## src/rtl/flushable_pipeline_regs_if.sv

```systemverilog
// Control, flush and data bundle for flushable_pipeline_regs.
// The pipeline block connects as slave; the upstream driver connects as master.
interface flushable_pipeline_regs_if #(
  parameter int LANES         = 2,
  parameter int DEPTH         = 3,
  parameter int PAYLOAD_WIDTH = 32,
  parameter int AL_PTR_WIDTH  = 6
);
  localparam int OCC_W = $clog2(LANES*DEPTH+1);
  localparam int FC_W  = $clog2(LANES*(DEPTH+1)+1);

  logic                             stall;
  logic                             clear;
  logic [LANES-1:0]                 inValid;
  logic [LANES*PAYLOAD_WIDTH-1:0]   inPayload;
  logic [LANES*AL_PTR_WIDTH-1:0]    inAlPtr;
  logic                             flushDetectRange;
  logic                             flushAll;
  logic [AL_PTR_WIDTH-1:0]          flushHeadPtr;
  logic [AL_PTR_WIDTH-1:0]          flushTailPtr;
  logic [LANES-1:0]                 outValid;
  logic [LANES*PAYLOAD_WIDTH-1:0]   outPayload;
  logic [LANES*AL_PTR_WIDTH-1:0]    outAlPtr;
  logic [OCC_W-1:0]                 occupancy;
  logic [FC_W-1:0]                  flushedCount;

  modport master (
    output stall, clear, inValid, inPayload, inAlPtr,
    output flushDetectRange, flushAll, flushHeadPtr, flushTailPtr,
    input  outValid, outPayload, outAlPtr, occupancy, flushedCount
  );

  modport slave (
    input  stall, clear, inValid, inPayload, inAlPtr,
    input  flushDetectRange, flushAll, flushHeadPtr, flushTailPtr,
    output outValid, outPayload, outAlPtr, occupancy, flushedCount
  );
endinterface

```

## src/rtl/flushable_pipeline_regs.sv

```systemverilog
// Multi-lane, multi-stage pipeline registers with stall/clear control and
// selective kill of in-flight entries whose active-list pointer lies in a ring range.
module flushable_pipeline_regs #(
  parameter int LANES         = 2,
  parameter int DEPTH         = 3,
  parameter int PAYLOAD_WIDTH = 32,
  parameter int AL_PTR_WIDTH  = 6
) (
  input  logic                     clk,
  input  logic                     rst,
  flushable_pipeline_regs_if.slave bus
);
  localparam int OCC_W = $clog2(LANES*DEPTH+1);
  localparam int FC_W  = $clog2(LANES*(DEPTH+1)+1);

  logic [DEPTH-1:0][LANES-1:0]                    valid_r;
  logic [DEPTH-1:0][LANES-1:0][PAYLOAD_WIDTH-1:0] payload_r;
  logic [DEPTH-1:0][LANES-1:0][AL_PTR_WIDTH-1:0]  ptr_r;
  logic [OCC_W-1:0]                               occupancy_r;
  logic [DEPTH-1:0][LANES-1:0]                    valid_nxt_s;
  logic [FC_W-1:0]                                flushed_count_s;
  logic                                           hit_s;

  // Ring-range membership; tail < head means the range wraps past the top of the ring.
  function automatic logic range_match(
    input logic                    detect,
    input logic                    all,
    input logic [AL_PTR_WIDTH-1:0] head,
    input logic [AL_PTR_WIDTH-1:0] tail,
    input logic [AL_PTR_WIDTH-1:0] p
  );
    logic m;
    if (!detect) begin
      m = 1'b0;
    end else if (all) begin
      m = 1'b1;
    end else if (tail > head) begin
      m = (p >= head) && (p < tail);
    end else if (tail < head) begin
      m = (p >= head) || (p < tail);
    end else begin
      m = 1'b0;
    end
    return m;
  endfunction

  function automatic logic [OCC_W-1:0] popcount(input logic [DEPTH*LANES-1:0] v);
    logic [OCC_W-1:0] c;
    c = '0;
    for (int i = 0; i < DEPTH*LANES; i++) begin
      c = c + OCC_W'(v[i]);
    end
    return c;
  endfunction

  // Next-state valid bits and the number of live entries the flush kills this cycle.
  always_comb begin
    valid_nxt_s     = valid_r;
    flushed_count_s = '0;
    hit_s           = 1'b0;
    if (bus.clear) begin
      valid_nxt_s = '0;
    end else if (bus.stall) begin
      for (int k = 0; k < DEPTH; k++) begin
        for (int l = 0; l < LANES; l++) begin
          hit_s = valid_r[k][l] & range_match(bus.flushDetectRange, bus.flushAll,
                                              bus.flushHeadPtr, bus.flushTailPtr, ptr_r[k][l]);
          valid_nxt_s[k][l] = valid_r[k][l] & ~hit_s;
          flushed_count_s   = flushed_count_s + FC_W'(hit_s);
        end
      end
    end else begin
      for (int l = 0; l < LANES; l++) begin
        hit_s = bus.inValid[l] & range_match(bus.flushDetectRange, bus.flushAll,
                                             bus.flushHeadPtr, bus.flushTailPtr,
                                             bus.inAlPtr[l*AL_PTR_WIDTH +: AL_PTR_WIDTH]);
        valid_nxt_s[0][l] = bus.inValid[l] & ~hit_s;
        flushed_count_s   = flushed_count_s + FC_W'(hit_s);
      end
      // The output stage drains this cycle, so only stages 0..DEPTH-2 feed forward.
      for (int k = 1; k < DEPTH; k++) begin
        for (int l = 0; l < LANES; l++) begin
          hit_s = valid_r[k-1][l] & range_match(bus.flushDetectRange, bus.flushAll,
                                                bus.flushHeadPtr, bus.flushTailPtr, ptr_r[k-1][l]);
          valid_nxt_s[k][l] = valid_r[k-1][l] & ~hit_s;
          flushed_count_s   = flushed_count_s + FC_W'(hit_s);
        end
      end
    end
  end

  // Stage registers; payload and pointer move only on an advance, valid follows valid_nxt_s.
  always_ff @(posedge clk or negedge rst) begin
    if (!rst) begin
      valid_r     <= '0;
      payload_r   <= '0;
      ptr_r       <= '0;
      occupancy_r <= '0;
    end else begin
      valid_r     <= valid_nxt_s;
      occupancy_r <= popcount(valid_nxt_s);
      if (!bus.clear && !bus.stall) begin
        payload_r[0] <= bus.inPayload;
        ptr_r[0]     <= bus.inAlPtr;
        for (int k = 1; k < DEPTH; k++) begin
          payload_r[k] <= payload_r[k-1];
          ptr_r[k]     <= ptr_r[k-1];
        end
      end else begin
        payload_r <= payload_r;
        ptr_r     <= ptr_r;
      end
    end
  end

  assign bus.outValid     = valid_r[DEPTH-1];
  assign bus.outPayload   = payload_r[DEPTH-1];
  assign bus.outAlPtr     = ptr_r[DEPTH-1];
  assign bus.occupancy    = occupancy_r;
  assign bus.flushedCount = flushed_count_s;
endmodule

```

## src/flat_wrapper.sv

```systemverilog
// flat-port wrapper written by rule: the top's interface ports become plain ports
module flushable_pipeline_regs_flat 
#(
  parameter int LANES         = 2,
  parameter int DEPTH         = 3,
  parameter int PAYLOAD_WIDTH = 32,
  parameter int AL_PTR_WIDTH  = 6
)
  (clk, rst, bus_stall, bus_clear, bus_inValid, bus_inPayload, bus_inAlPtr, bus_flushDetectRange, bus_flushAll, bus_flushHeadPtr, bus_flushTailPtr, bus_outValid, bus_outPayload, bus_outAlPtr, bus_occupancy, bus_flushedCount);
  flushable_pipeline_regs_if #(.LANES(LANES), .DEPTH(DEPTH), .PAYLOAD_WIDTH(PAYLOAD_WIDTH), .AL_PTR_WIDTH(AL_PTR_WIDTH)) bus_i ();
  input  logic clk;
  input  logic rst;
  input wire logic [$bits(bus_i.stall)-1:0] bus_stall;
  input wire logic [$bits(bus_i.clear)-1:0] bus_clear;
  input wire logic [$bits(bus_i.inValid)-1:0] bus_inValid;
  input wire logic [$bits(bus_i.inPayload)-1:0] bus_inPayload;
  input wire logic [$bits(bus_i.inAlPtr)-1:0] bus_inAlPtr;
  input wire logic [$bits(bus_i.flushDetectRange)-1:0] bus_flushDetectRange;
  input wire logic [$bits(bus_i.flushAll)-1:0] bus_flushAll;
  input wire logic [$bits(bus_i.flushHeadPtr)-1:0] bus_flushHeadPtr;
  input wire logic [$bits(bus_i.flushTailPtr)-1:0] bus_flushTailPtr;
  output wire logic [$bits(bus_i.outValid)-1:0] bus_outValid;
  output wire logic [$bits(bus_i.outPayload)-1:0] bus_outPayload;
  output wire logic [$bits(bus_i.outAlPtr)-1:0] bus_outAlPtr;
  output wire logic [$bits(bus_i.occupancy)-1:0] bus_occupancy;
  output wire logic [$bits(bus_i.flushedCount)-1:0] bus_flushedCount;
  assign bus_i.stall = bus_stall;
  assign bus_i.clear = bus_clear;
  assign bus_i.inValid = bus_inValid;
  assign bus_i.inPayload = bus_inPayload;
  assign bus_i.inAlPtr = bus_inAlPtr;
  assign bus_i.flushDetectRange = bus_flushDetectRange;
  assign bus_i.flushAll = bus_flushAll;
  assign bus_i.flushHeadPtr = bus_flushHeadPtr;
  assign bus_i.flushTailPtr = bus_flushTailPtr;
  assign bus_outValid = bus_i.outValid;
  assign bus_outPayload = bus_i.outPayload;
  assign bus_outAlPtr = bus_i.outAlPtr;
  assign bus_occupancy = bus_i.occupancy;
  assign bus_flushedCount = bus_i.flushedCount;
  flushable_pipeline_regs #(.LANES(LANES), .DEPTH(DEPTH), .PAYLOAD_WIDTH(PAYLOAD_WIDTH), .AL_PTR_WIDTH(AL_PTR_WIDTH)) u_core (.clk(clk), .rst(rst), .bus(bus_i));
endmodule
```

## config.mk

```make
export PLATFORM = sky130hd
export DESIGN_NAME = flushable_pipeline_regs_flat
export DESIGN_NICKNAME = d
export VERILOG_FILES = /design/src/rtl/flushable_pipeline_regs_if.sv /design/src/rtl/flushable_pipeline_regs.sv /design/src/flat_wrapper.sv
export SDC_FILE = /design/constraint.sdc
export NUM_CORES = 1
export LEC_CHECK = 0
export ABC_AREA = 1
export BUFFER_PORTS_ARGS = -buffer_cell sky130_fd_sc_hd__buf_2
export CAP_MARGIN = 20
export CELL_PAD_IN_SITES_DETAIL_PLACEMENT = 1
export CELL_PAD_IN_SITES_GLOBAL_PLACEMENT = 1
export CORE_AREA = 2 2 178 180
export CTS_BUF_LIST = sky130_fd_sc_hd__clkbuf_4 sky130_fd_sc_hd__clkbuf_8
export DETAILED_ROUTE_END_ITERATION = 7
export DIE_AREA = 0 0 180 182
export GPL_TIMING_DRIVEN = 0
export PLACE_DENSITY_LB_ADDON = 0.1
export SLEW_MARGIN = 25
export SYNTH_ARGS = -nofsm -noshare
export SYNTH_HDL_FRONTEND = slang
export SYNTH_SLANG_ARGS = --single-unit
```

## constraint.sdc

```tcl
create_clock -name clk -period 3.7 [get_ports clk]
set_input_delay 0 -clock clk [delete_from_list [all_inputs] [get_ports clk]]
set_output_delay 0 -clock clk [all_outputs]
set_load 0.05 [all_outputs]
```

# After elaboration in Yosys (flattened, before gate mapping)
# Index checks and enable logic that the tools add are counted.
totals:
  reg_bits: 237
  in_bits: 96
  out_inout_bits: 85
  wordCells: 164
classes:
  addsub: 15
  magnitude_cmp: 18
  mux: 60
  n_bitwise: 36
  reduce_logical: 19
op_table:
  columns: ["op", "n"]
  rows:
  - ["two-way mux 1 bit", 56]
  - ["less-than comparator 6 bit", 9]
  - [">= comparator 6 bit", 8]
  - ["adder 4 x 1 -> 4 bit", 8]
  - ["bitwise AND 1 bit", 24]
  - ["adder 3 x 1 -> 3 bit", 4]
  - ["two-way mux 6 bit", 2]
  - ["inverter 1 bit", 12]
  - ["logical AND 1 bit", 9]
  - ["logical OR 1 bit", 8]
  - ["two-way mux 4 bit", 2]
  - ["adder 1 x 1 -> 2 bit", 3]
  - ["> comparator 6 bit", 1]
  - ["zero test 1 bit", 2]

# Longest topological paths before layout
# Gate-level depths: netlist of run 1.
logic_depth:
  depth_word: 18
  depth_mapped: 21

# Worst setup path after synthesis of run 1
# Ideal clock, no wire load.
synth_timing:
  path_type: "reg2out"
  from: "register u_core.ptr_r[5] in the netlist's numbering"
  to: "output bus_flushedCount[1]"
  t_arrival_ns: 3.765
  required_time_ns: 3.700
  slack_ns: -0.065
  stages_incl_launch_ff: 16
  cell_sequence: "dfrtp_1 ha_1 a21o_1 nor2_1 nand2_1 nor2_1 nand2_1 nand3_1 nand2_2 nor2_1 ha_1 inv_1 fa_1 fa_1 fa_1 o22ai_1"
synth_between:
  elab_chain_cells: 16
synth_rtl:
  columns: ["element", "line_no", "source"]
  rows:
  - ["start, declared", "flushable_pipeline_regs.sv:18", "logic [DEPTH-1:0][LANES-1:0][AL_PTR_WIDTH-1:0] ptr_r;"]
  - ["start signal, assigned by index", "flushable_pipeline_regs.sv:107", "ptr_r[k] <= ptr_r[k-1];"]
  - ["start signal, assigned", "flushable_pipeline_regs.sv:111", "ptr_r <= ptr_r;"]
  - [">= comparator 6 bit / less-than comparator 6 bit (equally long branches)", "flushable_pipeline_regs.sv:38, flushable_pipeline_regs.sv:40", null]
  - ["logical OR 1 bit", "flushable_pipeline_regs.sv:40", "m = (p >= head) || (p < tail);"]
  - ["two-way mux 1 bit", "flushable_pipeline_regs.sv:39", "end else if (tail < head) begin"]
  - ["two-way mux 1 bit (*)", "flushable_pipeline_regs.sv:37", "end else if (tail > head) begin"]
  - ["two-way mux 1 bit (*)", "flushable_pipeline_regs.sv:35", "end else if (all) begin"]
  - ["two-way mux 1 bit (*)", "flushable_pipeline_regs.sv:33", "if (!detect) begin"]
  - ["two-way mux 1 bit", "flushable_pipeline_regs.sv:63", "end else if (bus.stall) begin"]
  - ["two-way mux 1 bit", "flushable_pipeline_regs.sv:61", "if (bus.clear) begin"]
  - ["bitwise AND 1 bit", "flushable_pipeline_regs.sv:66", "hit_s = valid_r[k][l] & range_match(bus.flushDetectRange, bus.flushAll,"]
  - ["adder 1 x 1 -> 2 bit", "flushable_pipeline_regs.sv:69", "flushed_count_s = flushed_count_s + FC_W'(hit_s);"]
  - ["adder 4 x 1 -> 4 bit (4 in series)", "flushable_pipeline_regs.sv:69", null]
  - ["two-way mux 4 bit (*)", "flushable_pipeline_regs.sv:63", null]
  - ["two-way mux 4 bit (*)", "flushable_pipeline_regs.sv:61", null]
  - ["end, declared", "flat_wrapper.sv:26", "output wire logic [$bits(bus_i.flushedCount)-1:0] bus_flushedCount;"]
# Mark *: on every way between the ends. The rest lies on a longest branch, timed or not. The select of a mux whose other input is x is not followed.

# Worst setup path in the final report of run 1
layout_timing:
  from: "register u_core.ptr_r[11] in the netlist's numbering"
  to: "output bus_flushedCount[1]"
# The elaborated chain is that of the path after synthesis.

==> reports/metrics.csv, run 1 <==
stage,metric,value,unit
placement,routability congestion estimate,0.850,
critical_path,CP Class,flop to output port,
grt,"Remaining Overflow, GRT",0,
timing,setup ws final,-345,ps
timing,Max Fclk,0.247,GHz
timing,Hold Slack,106,ps
routing,wire length on met2,17200,um
floorplanning,initial core utilization,0.392,
critical_path,Reg2Reg Depth,20,
grt,initial antenna violation count,0,
cells_and_area,Syn-to-layout area delta,28.9,%
clock_tree,clock slew at reported path FFs,50,ps
synth,Post-synth ARST share,1.00,
routing,Pre-Repair DR Iteration Count,4,
floorplanning,DIE HEIGHT,182,um
cells_and_area,final core utilization,0.506,
synth,Synth area leader,dfrtp_1,
critical_path,reg-to-reg startpoint,u_core.ptr_r[11],
cells_and_area,Multi-input gate area,5020,sq um
power_and_ir_drop,clock power share,0.305,
synth,"Top FF cell, synth",dfrtp_1,
routing,drt drc,0,
power_and_ir_drop,P per Cell Area,499,nW/um^2
cells_and_area,filler instances,3761,
synth,Syn. warnings,0,
floorplanning,Die Area,32800,sq um
grt,number of global-route vias before repair,11046,
critical_path,type of origin of the critical path,flop,
clock_tree,clk_lat worst skew,550,ps
grt,first-pass GRT wire length,57300,um
placement,number of port buffers,179,
timing,Period minus WS final,4040,ps
clock_tree,CTS H-tree lvls,2,
floorplanning,die width,180,um
timing,worst-margin pin slew,694,ps
hold_path,Hold Crit Depth,6,
routing,final WL,35000,um
critical_path,CP endpoint kind,output port,
critical_path,"setup slack, reg-to-reg",20,ps
synth,largest cells by area after synthesis,"dfrtp_1, nand2_1, ha_1, o21ai_0, buf_4",
synth,Synth top area share,0.488,
cells_and_area,share of layout cells above drive strength 1,0.247,
outcome,violated checks,setup timing,
timing,clock skew,17.7,ps
critical_path,WP data required,3700,ps
placement,post-DP HPWL,23900,um
power_and_ir_drop,Lkg Pwr,8.43,nW
cells_and_area,Non-Filler Instances,2185,
power_and_ir_drop,total power draw,7.82,mW
timing,Final period util,1.09,
floorplanning,core area,31000,sq um
critical_path,Critical Path AT,4040,ps
clock_tree,Clock Tree Root,clkbuf_8,
timing,Slew headroom,0.537,
routing,met1 WL,15600,um
clock_tree,CTS tree,done,
placement,dpl cells,2019,
power_and_ir_drop,Psw,2.72,mW
synth,Mapped Cells,1435,
power_and_ir_drop,sequential power share,0.412,
power_and_ir_drop,combinational group share of total power,0.284,
clock_tree,clock sinks,237,
cells_and_area,Finished Cell Area,15700,sq um
cells_and_area,Reg area,5940,sq um
cells_and_area,Final #Nets,1964,
grt,pin count of the biggest net entering global routing,79,
power_and_ir_drop,internal power,5.10,mW
synth,Synth cell types,28,
timing,Final Setup Violations,2,
power_and_ir_drop,peak supply drop,0.229,mV
clock_tree,Clock Path Buffers,3,
routing,1st-iter DRT viols,458,
grt,All-Layer GR Usage,0.218,
power_and_ir_drop,Sw Ratio,0.348,
synth,Synthesized Nets,1637,
synth,synthesized flop and latch total,237,
placement,pre-CTS WS,-380,ps
hold_path,HP Class,primary input to flop,
synth,Post-synth EDFFs,0,
synth,Post-Syn Area per Cell,8.47,sq um
routing,Top Layer Used,met4,
routing,via count,10248,
routing,wire per inst,16.0,um
routing,antenna-violating nets left,0,
job,# Max-Cap Violations,0,
floorplanning,Ports,181,
hold_path,hold_sp,bus_flushAll,
cells_and_area,diodes inserted,0,
clock_tree,Num CTS Buffers,43,
outcome,status,finished with violations,
synth,"Seq/Total Area, Yosys",0.488,
routing,Via density,4.69,
timing,RSZ-0062 raised after global routing,true,
timing,Final Hold Fails,0,
synth,Synth Cell Area,12100,sq um
routing,WL met3,1530,um
placement,Placement Cell Area,13600,sq um
floorplanning,row cnt,65,
timing,Slew Limit Fails,0,
timing,Final TNS setup,-664,ps
critical_path,Crit. Startpoint,u_core.ptr_r[11],
critical_path,CP max FO,3,
sequential cells by signal, summed over array words and instances (netlist names):
signal / cells
u_core.bus.outAlPtr: 12
u_core.bus.occupancy: 3
u_core.payload_r: 128
u_core.valid_r: 4
u_core.bus.outPayload: 64
u_core.bus.outValid: 2
u_core.ptr_r: 24
power by group through the flow:
stage	clock network [mW]	logic [mW]	registers, mW
after floorplan	0	1.52	3.20
after global placement	0	2.01	3.25
after detailed placement	0	2.08	3.26
after CTS	2.47	2.18	3.21
after global routing	2.57	2.48	3.27
final	2.38	2.22	3.22
worst paths after layout:
kind / endpoint
setup / recovery: bus_flushedCount[1]
min in group asynchronous: u_core.ptr_r[1]
hold / removal: u_core.bus.outValid[0]
max in group asynchronous: u_core.payload_r[40]
hold reg to reg: u_core.bus.outPayload[41]
setup reg to reg: u_core.bus.occupancy[1]
cells in the mapped netlist, types with 2 or more instances:
| cell | instances |
|---|---|
| nand2_1 | 522 |
| dfrtp_1 | 237 |
| o21ai_0 | 163 |
| inv_1 | 154 |
| ha_1 | 97 |
| buf_4 | 80 |
| nor2_1 | 39 |
| buf_2 | 31 |
| a21oi_1 | 28 |
| nand3_1 | 22 |
| clkbuf_1 | 19 |
| fa_1 | 9 |
| a21o_1 | 5 |
| nand2_2 | 5 |
| inv_2 | 4 |
| a21boi_0 | 3 |
| nor2_8 | 2 |
| o21a_1 | 2 |
| o21ai_1 | 2 |
| o21ai_2 | 2 |
| o22ai_1 | 2 |
routing by layer:
metal  vias to the layer above  GRT usage
li1                       5059          -
met1                      4933      0.277
met2                       204      0.383
met3                        52     0.0363
met4                         0     0.0602
met5                         -          0
worst max-delay path, cell delays in order (launching register included):
cell	delay, ps
dfrtp_2	450
ha_4	230
a21oi_1	200
nand2_2	80
a21oi_2	130
nand2_1	70
nand2_1	70
nand3_2	130
nand3_2	120
inv_2	50
ha_4	260
inv_2	30
fa_1	460
fa_2	390
fa_1	570
o22ai_2	80
buf_6	180
timing repair:
| action | 4_1_cts | 5_1_grt |
|---|---|---|
| hold endpoints to repair | 259 | 0 |
| gates cloned | 0 | 0 |
| hold buffers | 85 | 0 |
| setup buffers | 6 | 9 |
| setup endpoints to repair | 4 | 5 |
| pin swaps | 5 | 18 |
| resized for setup | 17 | 39 |
layout by cell type (no fill, tap or decap), types with 35 or more instances in the layout:
cell type      count
buf_2            206
dfrtp_1          233
buf_4             95
o21ai_0          162
dlygate4sd3_1     84
nand2_1          515
ha_1              87
nor2_1            35
inv_1            145
clkbuf_8          48
logic make-up after synthesis:
| group | synth area share |
|---|---|
| and+or+nand+nor | 0.191 |
| buffers and inverters | 0.117 |
| DFF | 0.488 |
| AOI/OAI and AO/OA | 0.0888 |
| adders and majority gates | 0.115 |
| other | 0.000309 |
area by class of cell:
| type | count | share of cell area |
|---|---|---|
| timing repair buffer | 282 | 0.126 |
| tap | 402 | 0.0321 |
| sequential | 237 | 0.379 |
| inverter | 159 | 0.0389 |
| clock buffer | 62 | 0.0489 |
| multi-input combinational | 909 | 0.320 |
| buffer | 130 | 0.0528 |
| clock inverter | 4 | 0.00168 |
Note: power is estimated with default switching activity, not from simulation.
==> inputs of run 2 (changes only) <==
- ABC_AREA: 1 -> not set
- CORE_AREA: 2 2 178 180 -> 2 2 177 179
- DIE_AREA: 0 0 180 182 -> 0 0 179 181
==> reports/metrics.csv, run 2 <==
stage,metric,value,unit,change
critical_path,Crit path buffers/inverters,3,,unchanged
clock_tree,CTS tree,done,,unchanged
timing,setup ws final,-508,ps,was -345 ps
timing,Slew headroom,0.389,,was 0.537
placement,number of port buffers,177,,was 179
timing,Max Fclk,0.238,GHz,was 0.247 GHz
synth,Post-synth top cells,"dfrtp_1, mux2_2, ha_1, mux2_1, buf_4",,"was nand2_1, dfrtp_1, o21ai_0, inv_1, ha_1"
floorplanning,row cnt,64,,was 65
power_and_ir_drop,total power draw,9.55,mW,was 7.82 mW
timing,Hold Slack,53.3,ps,was 106 ps
cells_and_area,most frequent cells in the layout,"dfrtp_1, buf_2, mux2_2, buf_4, mux2_1",,"was nand2_1, dfrtp_1, buf_2, o21ai_0, inv_1"
floorplanning,core area,30300,sq um,was 31000 sq um
routing,Pre-Repair DR Iteration Count,4,,unchanged
critical_path,CP endpoint kind,output port,,unchanged
job,# Max-Cap Violations,0,,unchanged
synth,"Top FF cell, synth",dfrtp_1,,unchanged
critical_path,Critical Path Stages,15,,was 16
synth,"Seq/Total Area, Yosys",0.495,,was 0.488
critical_path,Critical Path Slowest Stage Cell,fa_1,,unchanged
critical_path,"setup slack, reg-to-reg",-300,ps,was 20 ps
critical_path,CP Class,flop to output port,,unchanged
critical_path,type of origin of the critical path,flop,,unchanged
critical_path,Critical Path AT,4210,ps,was 4040 ps
cells_and_area,Largest Register,u_core.payload_r,,unchanged
synth,Post-Syn Area per Cell,13.1,sq um,was 8.47 sq um
critical_path,Reg2Reg Depth,15,,was 20
routing,drt drc,0,,unchanged
clock_tree,Clock Path Buffers,3,,unchanged
critical_path,CP max FO,3,,unchanged
synth,largest cells by area after synthesis,"dfrtp_1, mux2_2, ha_1, mux2_1, buf_4",,"was dfrtp_1, nand2_1, ha_1, o21ai_0, buf_4"
power_and_ir_drop,peak supply drop,0.501,mV,was 0.229 mV
power_and_ir_drop,Lkg Pwr,7.44,nW,was 8.43 nW
floorplanning,initial core utilization,0.395,,was 0.392
timing,Final TNS setup,-1740,ps,was -664 ps
synth,Post-synth ARST share,1.00,,unchanged
routing,antenna-violating nets left,0,,unchanged
placement,routability congestion estimate,0.757,,was 0.850
synth,Synthesized Nets,1119,,was 1637
cells_and_area,"most common cell after layout, fill and taps aside",dfrtp_1,,was nand2_1
synth,Synth top area share,0.495,,was 0.488
critical_path,reg-to-reg startpoint,u_core.ptr_r[8],,was u_core.ptr_r[11]
floorplanning,DIE HEIGHT,181,um,was 182 um
critical_path,slowest cell delay on critical path,480,ps,was 570 ps
clock_tree,Clock Tree Root,clkbuf_8,,unchanged
routing,via count,8313,,was 10.2k
routing,1st-iter DRT viols,308,,was 458
floorplanning,Ports,181,,unchanged
cells_and_area,share of layout cells above drive strength 1,0.468,,was 0.247
critical_path,RR Endpoint,u_core.bus.occupancy[1],,unchanged
cells_and_area,filler instances,3182,,was 3761
cells_and_area,final core utilization,0.527,,was 0.506
timing,Final Hold Fails,0,,unchanged
synth,Synth Cell Area,12000,sq um,was 12100 sq um
clock_tree,Num CTS Buffers,43,,unchanged
timing,Slew Limit Fails,0,,unchanged
grt,number of global-route vias before repair,8861,,was 11.0k
outcome,violated checks,setup timing,,unchanged
routing,wire per inst,17.6,um,was 16.0 um
outcome,status,finished with violations,,unchanged
routing,Via density,4.88,,was 4.69
clock_tree,clock slew at reported path FFs,60,ps,was 50 ps
grt,initial antenna violation count,1,,was 0
synth,Syn. warnings,0,,unchanged
floorplanning,die width,179,um,was 180 um
cells_and_area,Final #Nets,1476,,was 1964
synth,Synth area leader,dfrtp_1,,unchanged
timing,Final period util,1.14,,was 1.09
critical_path,WP data required,3700,ps,about the same
cells_and_area,Syn-to-layout area delta,33.3,%,was 28.9%
timing,clock skew,11.6,ps,was 17.7 ps
critical_path,crit-path cells,"inv_2, ha_4, nand2b_4, a31oi_4, o221ai_4, a21oi_2, o22ai_2, and2_4, ha_4, inv_2, fa_1, fa_2, fa_2, a211oi_4, buf_6",,"was ha_4, a21oi_1, nand2_2, a21oi_2, nand2_1, nand2_1, nand3_2, nand3_2, inv_2, ha_4, inv_2, fa_1, fa_2, fa_1, o22ai_2, buf_6"
grt,"Remaining Overflow, GRT",0,,unchanged
cells_and_area,Finished Cell Area,16000,sq um,was 15700 sq um
synth,Mapped Cells,917,,was 1435
timing,worst-margin pin slew,913,ps,was 694 ps
cells_and_area,Largest register FFs,128,,unchanged
clock_tree,CTS H-tree lvls,2,,unchanged
placement,Placement Cell Area,13500,sq um,was 13600 sq um
synth,synthesized flop and latch total,237,,unchanged
synth,Post-synth EDFFs,0,,unchanged
grt,pin count of the biggest net entering global routing,87,,was 79
hold_path,HP Class,primary input to async pin,,was primary input to flop
grt,All-Layer GR Usage,0.190,,was 0.218
clock_tree,clock sinks,237,,unchanged
placement,post-DP HPWL,20300,um,was 23900 um
floorplanning,Die Area,32400,sq um,was 32800 sq um
routing,final WL,30000,um,was 35000 um
critical_path,"CP delay by family, top",adder cells,,unchanged
clock_tree,clk_lat worst skew,550,ps,about the same
timing,Period minus WS final,4210,ps,was 4040 ps
synth,Synth cell types,57,,was 28
timing,Final Setup Violations,5,,was 2
grt,first-pass GRT wire length,48200,um,was 57300 um
synth,most frequent cell after synthesis,dfrtp_1,,was nand2_1
timing,RSZ-0062 raised after global routing,true,,unchanged
power_and_ir_drop,P per Cell Area,597,nW/um^2,was 499 nW/um^2
-- run 2: cell count changes after synthesis, sizes merged, moves of 6 or more --
cell,change
a211oi,+8
a31oi,+6
and2,+7
buf,-6
clkbuf,-14
inv,-120
mux2,+222
nand2,-502
nand2b,+11
nand3,-20
nor2,-27
nor2b,+10
o21ai,-136
-- run 2: timing repair --
item,in CTS,in global routing
pin swaps,33,22
gates resized for setup,37,35
hold endpoints to repair,277,0
buffers inserted,13,33
hold buffers,86,0
setup endpoints to repair,5,5
-- run 2: report_power, final --
part           total [mW]  switching (mW)  internal, mW
registers            3.55           0.359          3.20
clock network        2.59            1.10          1.49
logic                3.40            1.96          1.44
-- run 2: logic make-up after synthesis --
logic type	count (synthesis)	synth area share
flip-flops	237	0.495
multiplexers	223	0.209
buffers and inverters	149	0.0746
AO/OA/AOI/OAI	115	0.0666
adder cells (fa/ha/maj)	106	0.116
AND/OR/NAND/NOR	86	0.0379
other	1	0.000313
-- run 2: how the worst max path moves through the flow --
stage	start	endpoint	slack [ps]
floorplan	bus_flushHeadPtr[3]	bus_flushedCount[1]	-80
global placement	rst	u_core.payload_r[44]	-1880
detailed placement	bus_flushHeadPtr[3]	bus_flushedCount[1]	-810
CTS	u_core.ptr_r[8]	bus_flushedCount[1]	-640
global route	u_core.ptr_r[0]	bus_flushedCount[1]	-650
finish	u_core.ptr_r[0]	bus_flushedCount[1]	-510
-- run 2: cell type report --
type / count / area [sq um] / share of cell area
diodes: 1 / 2.50 / 0.000157
plain buffers: 110 / 748 / 0.0468
clock buffers: 70 / 870 / 0.0544
clock inverters: 7 / 55.1 / 0.00344
inverters: 39 / 165 / 0.0103
multi-input cells: 531 / 5510 / 0.345
flip-flops and latches: 237 / 5930 / 0.371
well taps: 396 / 495 / 0.0310
repair buffers: 312 / 2200 / 0.138
-- run 2: layer usage --
layer,wire length (um),track usage,vias up
li1,-,-,3904
met1,12800,0.241,4190
met2,14900,0.321,166
met3,1490,0.0434,53
met4,821,0.0605,0
met5,0,0,-
-- run 2: stage by stage --
step	instances	worst slack (ps)
4_1_cts	1669	-643
2_1_floorplan	917	-76.4
6_report	1703	-508
3_5_place_dp	1493	-808
5_1_grt	1702	-653
3_3_place_gp	1490	-1880
-- run 2: worst reg2reg max path: cells and delay by family, from the launching register on --
family / cells / cell delay (ps)
adder cells (fa/ha/maj): 5 / 1850
flip-flops: 1 / 450
AO/OA/AOI/OAI: 6 / 1160
buffers and inverters: 4 / 400
